## config.mk

```make
export PLATFORM = sky130hd
export DESIGN_NAME = user_data_mux
export DESIGN_NICKNAME = d
export VERILOG_FILES = /design/src/rtl/user_data_mux.sv
export SDC_FILE = /design/constraint.sdc
export NUM_CORES = 1
export LEC_CHECK = 0
export BUFFER_PORTS_ARGS = -buffer_cell sky130_fd_sc_hd__buf_2
export CAP_MARGIN = 10
export CORE_AREA = 2 2 686 688
export CTS_CLUSTER_DIAMETER = 60
export DETAILED_ROUTE_END_ITERATION = 8
export DIE_AREA = 0 0 688 690
export GPL_ROUTABILITY_DRIVEN = 0
export MAX_ROUTING_LAYER = met4
export PLACE_DENSITY_LB_ADDON = 0.08
export SYNTH_ARGS = -nofsm -noshare
export SYNTH_HDL_FRONTEND = slang
export SYNTH_SLANG_ARGS = --single-unit
```

## constraint.sdc

```tcl
create_clock -name aclk -period 2.07 [get_ports aclk]
set_input_delay 0.207 -clock aclk [delete_from_list [all_inputs] [get_ports aclk]]
set_output_delay 0.207 -clock aclk [all_outputs]
set_load 0.005 [all_outputs]
```

## src/rtl/user_data_mux.sv

```systemverilog
// user_data_mux
//   Write-path data multiplexer that sits behind the per-vFPGA user request
//   arbiter. For every granted request the arbiter pushes one {id, n_tr}
//   sequence entry. This block pops that entry and forwards exactly n_tr+1
//   beats from input stream s_axis[id] to the single output stream. As a
//   result, data on the shared stream leaves in the same order as the grants.
//
// Ports
//   aclk, areset        clock; synchronous active-high reset
//   mux_valid_i/ready_o sequence-entry handshake
//   mux_data_i          sequence entry {id, n_tr}, where n_tr = beats-1
//   s_axis_*_i/_o       N_CPID input streams, flattened with lane i in slice i
//   m_axis_*_o/_i       merged output stream; tlast comes from the beat counter
//   err_last            sticky flag: input tlast disagreed with the counter
//
// Build option
//   USER_MUX_LAST_CHK_EN  When defined, input tlast is compared on every beat
//                         and err_last is driven. When undefined, err_last is 0.
module user_data_mux #(
  parameter int N_CPID        = 2,
  parameter int AXI_DATA_BITS = 512,
  parameter int LEN_BITS      = 28
) (
  input  logic                                      aclk,
  input  logic                                      areset,
  input  logic                                      mux_valid_i,
  output logic                                      mux_ready_o,
  input  logic [((N_CPID > 1) ? $clog2(N_CPID) : 1)
               + (LEN_BITS - $clog2(AXI_DATA_BITS/8)) - 1:0] mux_data_i,
  input  logic [N_CPID*AXI_DATA_BITS-1:0]           s_axis_tdata_i,
  input  logic [N_CPID*(AXI_DATA_BITS/8)-1:0]       s_axis_tkeep_i,
  input  logic [N_CPID-1:0]                         s_axis_tlast_i,
  input  logic [N_CPID-1:0]                         s_axis_tvalid_i,
  output logic [N_CPID-1:0]                         s_axis_tready_o,
  output logic [AXI_DATA_BITS-1:0]                  m_axis_tdata_o,
  output logic [AXI_DATA_BITS/8-1:0]                m_axis_tkeep_o,
  output logic                                      m_axis_tlast_o,
  output logic                                      m_axis_tvalid_o,
  input  logic                                      m_axis_tready_i,
  output logic                                      err_last
);

  localparam int N_CPID_BITS = (N_CPID > 1) ? $clog2(N_CPID) : 1;
  localparam int BLEN_BITS   = LEN_BITS - $clog2(AXI_DATA_BITS/8);
  localparam int KEEP_BITS   = AXI_DATA_BITS/8;

  typedef enum logic {ST_IDLE, ST_XFER} state_t;

  state_t                 state_q, state_d;
  logic [N_CPID_BITS-1:0] id_q, id_d;
  logic [BLEN_BITS-1:0]   cnt_q, cnt_d;

  logic [N_CPID_BITS-1:0] mux_id;
  logic [BLEN_BITS-1:0]   mux_ntr;
  logic                   xfer;
  logic                   last_beat;
  logic                   beat_hs;
  logic                   mux_hs;
  logic [N_CPID-1:0]      id_legal;

  logic [AXI_DATA_BITS-1:0] s_tdata_arr [N_CPID];
  logic [KEEP_BITS-1:0]     s_tkeep_arr [N_CPID];
  logic [AXI_DATA_BITS-1:0] sel_tdata;
  logic [KEEP_BITS-1:0]     sel_tkeep;
  logic                     sel_tvalid;

  assign mux_id  = mux_data_i[N_CPID_BITS+BLEN_BITS-1 -: N_CPID_BITS];
  assign mux_ntr = mux_data_i[BLEN_BITS-1:0];

  // All handshake outputs are gated by reset, so nothing moves while areset is high.
  assign xfer      = !areset && (state_q == ST_XFER);
  assign last_beat = (cnt_q == '0);

  genvar gi;
  generate
    for (gi = 0; gi < N_CPID; gi++) begin : g_lane
      assign s_tdata_arr[gi]     = s_axis_tdata_i[gi*AXI_DATA_BITS +: AXI_DATA_BITS];
      assign s_tkeep_arr[gi]     = s_axis_tkeep_i[gi*KEEP_BITS +: KEEP_BITS];
      assign s_axis_tready_o[gi] = xfer && (id_q == N_CPID_BITS'(gi)) && m_axis_tready_i;
      assign id_legal[gi]        = (mux_id == N_CPID_BITS'(gi));
    end
  endgenerate

  // Select the active lane. An id outside the lane range matches nothing,
  // so the output reads as zeros with tvalid low.
  always_comb begin
    sel_tdata  = '0;
    sel_tkeep  = '0;
    sel_tvalid = 1'b0;
    for (int i = 0; i < N_CPID; i++) begin
      if (id_q == N_CPID_BITS'(i)) begin
        sel_tdata  = s_tdata_arr[i];
        sel_tkeep  = s_tkeep_arr[i];
        sel_tvalid = s_axis_tvalid_i[i];
      end
    end
  end

  assign m_axis_tdata_o  = sel_tdata;
  assign m_axis_tkeep_o  = sel_tkeep;
  assign m_axis_tvalid_o = xfer && sel_tvalid;
  assign m_axis_tlast_o  = xfer && last_beat;

  assign beat_hs = m_axis_tvalid_o && m_axis_tready_i;

  // The next entry is accepted on the last beat itself, so consecutive bursts
  // run back to back without an idle cycle between them.
  assign mux_ready_o = !areset && ((state_q == ST_IDLE) || (xfer && beat_hs && last_beat));
  assign mux_hs      = mux_valid_i && mux_ready_o;

  always_comb begin
    state_d = state_q;
    id_d    = id_q;
    cnt_d   = cnt_q;
    case (state_q)
      ST_IDLE: begin
        if (mux_hs) begin
          id_d    = mux_id;
          cnt_d   = mux_ntr;
          state_d = ST_XFER;
        end
      end
      ST_XFER: begin
        if (beat_hs) begin
          if (!last_beat) begin
            cnt_d = cnt_q - BLEN_BITS'(1);
          end else if (mux_hs) begin
            id_d  = mux_id;
            cnt_d = mux_ntr;
          end else begin
            state_d = ST_IDLE;
          end
        end
      end
      default: state_d = ST_IDLE;
    endcase
  end

  always_ff @(posedge aclk) begin
    if (areset) begin
      state_q <= ST_IDLE;
      id_q    <= '0;
      cnt_q   <= '0;
    end else begin
      state_q <= state_d;
      id_q    <= id_d;
      cnt_q   <= cnt_d;
    end
  end

  // Entries whose id names a lane that does not exist are illegal.
  always @(posedge aclk) begin
    if (!areset && mux_hs) begin
      assert (|id_legal);
    end
  end

`ifdef USER_MUX_LAST_CHK_EN
  logic sel_tlast;
  logic err_last_q;

  always_comb begin
    sel_tlast = 1'b0;
    for (int i = 0; i < N_CPID; i++) begin
      if (id_q == N_CPID_BITS'(i)) begin
        sel_tlast = s_axis_tlast_i[i];
      end
    end
  end

  always_ff @(posedge aclk) begin
    if (areset) begin
      err_last_q <= 1'b0;
    end else if (beat_hs && (sel_tlast != last_beat)) begin
      err_last_q <= 1'b1;
    end
  end

  assign err_last = err_last_q;
`else
  // Input tlast is not needed on the data path when the check is disabled.
  logic tlast_unused;
  assign tlast_unused = ^s_axis_tlast_i;
  assign err_last     = 1'b0;
`endif

endmodule

```

==> impl_metrics.json <==
{
  "drv_slew": 0,
  "cp_top_family": "simple AND/OR/NAND/NOR gates",
  "critical_path_buf_inv_count": 3,
  "drc_errors": 0,
  "netlist_area_mm2": 0.00843,
  "min_path_type": "in -> reg",
  "die_w_um": 688,
  "synth.avg_cell_area_um2": 9.71,
  "min_delay_path_depth": 3,
  "grt_usage_pct": 12.9,
  "p_int_mw": 5.90,
  "required_ns": 1.86,
  "power_switching_mw": 4.81,
  "fin_ws_ns": -0.443,
  "path_class": "reg -> out",
  "cp-end-kind": "output pin",
  "synth_nets": 2053,
  "fin_cells": 9296,
  "wire_per_inst_um": 33.5,
  "rr_startpoint": "cnt_q[1]",
  "relSlewSlack_pct": 62.1,
  "synthTopCellsByArea": "mux2_2 77%, dfxtp_1 5.7%, clkbuf_1 3.1%, a21oi_1 1.2%, mux2i_1 1.2%",
  "critPathMaxStageDelay_ns": 0.46,
  "powerDensity_mw_per_mm2": 313,
  "peakVddDrop_mv": 0.330,
  "start_kind": "flop",
  "cts_tree": "built",
  "cts-root-buf": "clkbuf_16",
  "grt_overflow_total": 0,
  "power_mw": 10.7,
  "fin_crit_sh_pct": 121,
  "clock_latency_ns": 0.28,
  "worstMarginPinSlew_ns": 0.564,
  "grt_max_degree": 35,
  "die-area_mm2": 0.475,
  "wl_mm": 311,
  "die_y_um": 690,
  "yosys_warnings": 0,
  "dr.pass1.iters": 5,
  "finalCriticalPeriod_ns": 2.51,
  "worst_hold_path.endpoint": "cnt_q[12]",
  "comb_power_share_pct": 89.6,
  "drtIter0Drc": 1165,
  "max_cap_violations": 0,
  "p_leak_nw": 14.1,
  "fin_nets": 3986,
  "ys_seq_area_share_pct": 5.70,
  "violations": "setup timing",
  "synth.largest_area_cell": "mux2_2",
  "cts-buffers-inserted": 3,
  "syn_inst": 868,
  "antenna_left": 0,
  "finalSetupViolations": 184,
  "layout_common_cells": "1304 x buf_2, 443 x mux2_4, 408 x buf_6",
  "synth-seq-cells": 24,
  "cpMaxStageDelayCell": "or4b_4",
  "pwr-share-clk_pct": 5.0,
  "first_global_vias": 18148,
  "htreeDepth": 1,
  "hold_violations": 0,
  "seq_power_share_pct": 5.4,
  "min-delay-start": "mux_data_i[12]",
  "cts_hold_buf": 0,
  "crit_chain": "inv_2 > ha_4 > or4b_4 > or4_4 > o21a_4 > buf_8 > nor3_4 > buf_2",
  "vias_per_cell": 1.98,
  "cts_sinks": 24,
  "rsz0062_at_grt": "true",
  "drive_gt1_share_pct": 93.5,
  "routed-via-count": 18419,
  "synth_top_area_share_pct": 77.2,
  "numPortBuffers": 1761,
  "hpwl_mm": 289,
  "start_util_pct": 1.81,
  "dp_cells": 8882,
  "reg2regPathDepth": 12,
  "coreArea_mm2": 0.467,
  "syn_to_final_growth_pct": 306,
  "clk_pin_slew_ns": 0.08,
  "final_common_cell": "buf_2",
  "clock_skew_ns": 0.00663,
  "grt_pass1_wl_mm": 354,
  "critPathArrivalTime_ns": 2.31,
  "worst-path-max-fanout": 3,
  "max_freq_mhz": 398,
  "antenna_found_initial": 394,
  "outcome": "finished, violations left",
  "ys_types": 47,
  "fp-row-count": 251,
  "cts_buffer_depth": 2,
  "ioPinCount": 1765,
  "switching_share_pct": 44.9,
  "r2r-end": "cnt_q[15]",
  "r2r_setup_slack_ns": -0.41
}
[timing repair]
action | CTS | global route
pin swaps | 6 | 3
gates cloned | 41 | 8
endpoints found under the setup margin | 546 | 556
resized for setup | 1020 | 461
setup buffers | 76 | 26
[per-layer routing]
layer / share of wire (%) / up-vias / global-route usage, % / routed length, um
met5: 0 / - / - / 0
met4: 2.4 / 0 / 1.96 / 7440
met3: 13 / 435 / 6.76 / 41400
met2: 48 / 1627 / 21.9 / 150000
met1: 36 / 8764 / 13.5 / 113000
li1: - / 7593 / - / -
[synthesized netlist by cell type, drive strengths merged]
cell and n:
mux2 578, clkbuf 70, dfxtp 24, nor2 22, o21ai 21, a21oi 20, nand2 17, nor3 17
buf 11, mux2i 10, a31oi 8, inv 7, nand3 7, or4 6, nor4 5, o22ai 5
nand4 4, a21o 3, nand2b 3, o211ai 3, o21a 3, a211oi 2, ha 2, o221a 2
o31ai 2, or3 2, or4b 2, a311oi 1, a32oi 1, a41oi 1, and3 1, conb 1
nand3b 1, nor3b 1, nor4b 1, o2111ai 1, o311a 1, o311ai 1, or2 1
[area by class of cell]
type	instances	area (um2)
Timing Repair Buffer	2009	15800
Inverter	7	26.3
Antenna cell	298	746
Sequential cell	24	489
Tap cell	6198	7750
Fill cell	55179	432000
Clock buffer	4	88.8
Multi-Input combinational cell	756	9350
[power groups by stage]
stage / registers (mW) / clock network, mW / logic, mW
after floorplan: 0.607 / 0 / 2.09
after global placement: 0.597 / 0 / 7.37
after detailed placement: 0.596 / 0 / 7.29
after CTS: 0.585 / 0.568 / 9.43
after global routing: 0.592 / 0.583 / 10.2
final: 0.582 / 0.532 / 9.60
[tightest hold or removal path, stage by stage]
cell and delay [ns]:
buf_2 0.12, nand3_1 0.07, a31oi_1 0.08
[through the flow]
step	util [%]	setup WS, ns	setup TNS (ns)	cell area [um2]	hold slack (ns)
after detailed placement	5.60	-0.572	-12.50	26100	0.549
final	7.33	-0.443	-18.95	34200	0.241
after global routing	7.32	-0.524	-43.33	34200	0.256
after floorplan	-	-0.193	-3.17	8470	0.366
after global placement	5.60	-0.597	-12.91	26100	0.568
after CTS	6.88	-0.474	-74.81	32100	0.229
[sequential cells by signal, summed over array words and instances, names as in the netlist]
name	flops
cnt_q	22
id_q	1
state_q	1
[how the worst max path moves through the flow]
stage / startpoint / end / slack (ns) / cells after the start
3_5_place_dp: cnt_q[0] / cnt_q[8] / -0.57 / 8
6_report: cnt_q[1] / mux_ready_o / -0.44 / 8
4_1_cts: cnt_q[0] / mux_ready_o / -0.47 / 8
5_1_grt: cnt_q[1] / mux_ready_o / -0.52 / 8
3_3_place_gp: cnt_q[0] / cnt_q[10] / -0.60 / 9
2_1_floorplan: cnt_q[11] / cnt_q[18] / -0.19 / 7
[logic make-up after synthesis]
logic type	synth area share, %
flops	5.70
mux	78.4
simple gates	5.73
fa+ha+maj	0.297
compound gates	5.60
buf+inv	4.19
other cells	0.0445
Note: power is estimated with default switching activity, not from simulation.
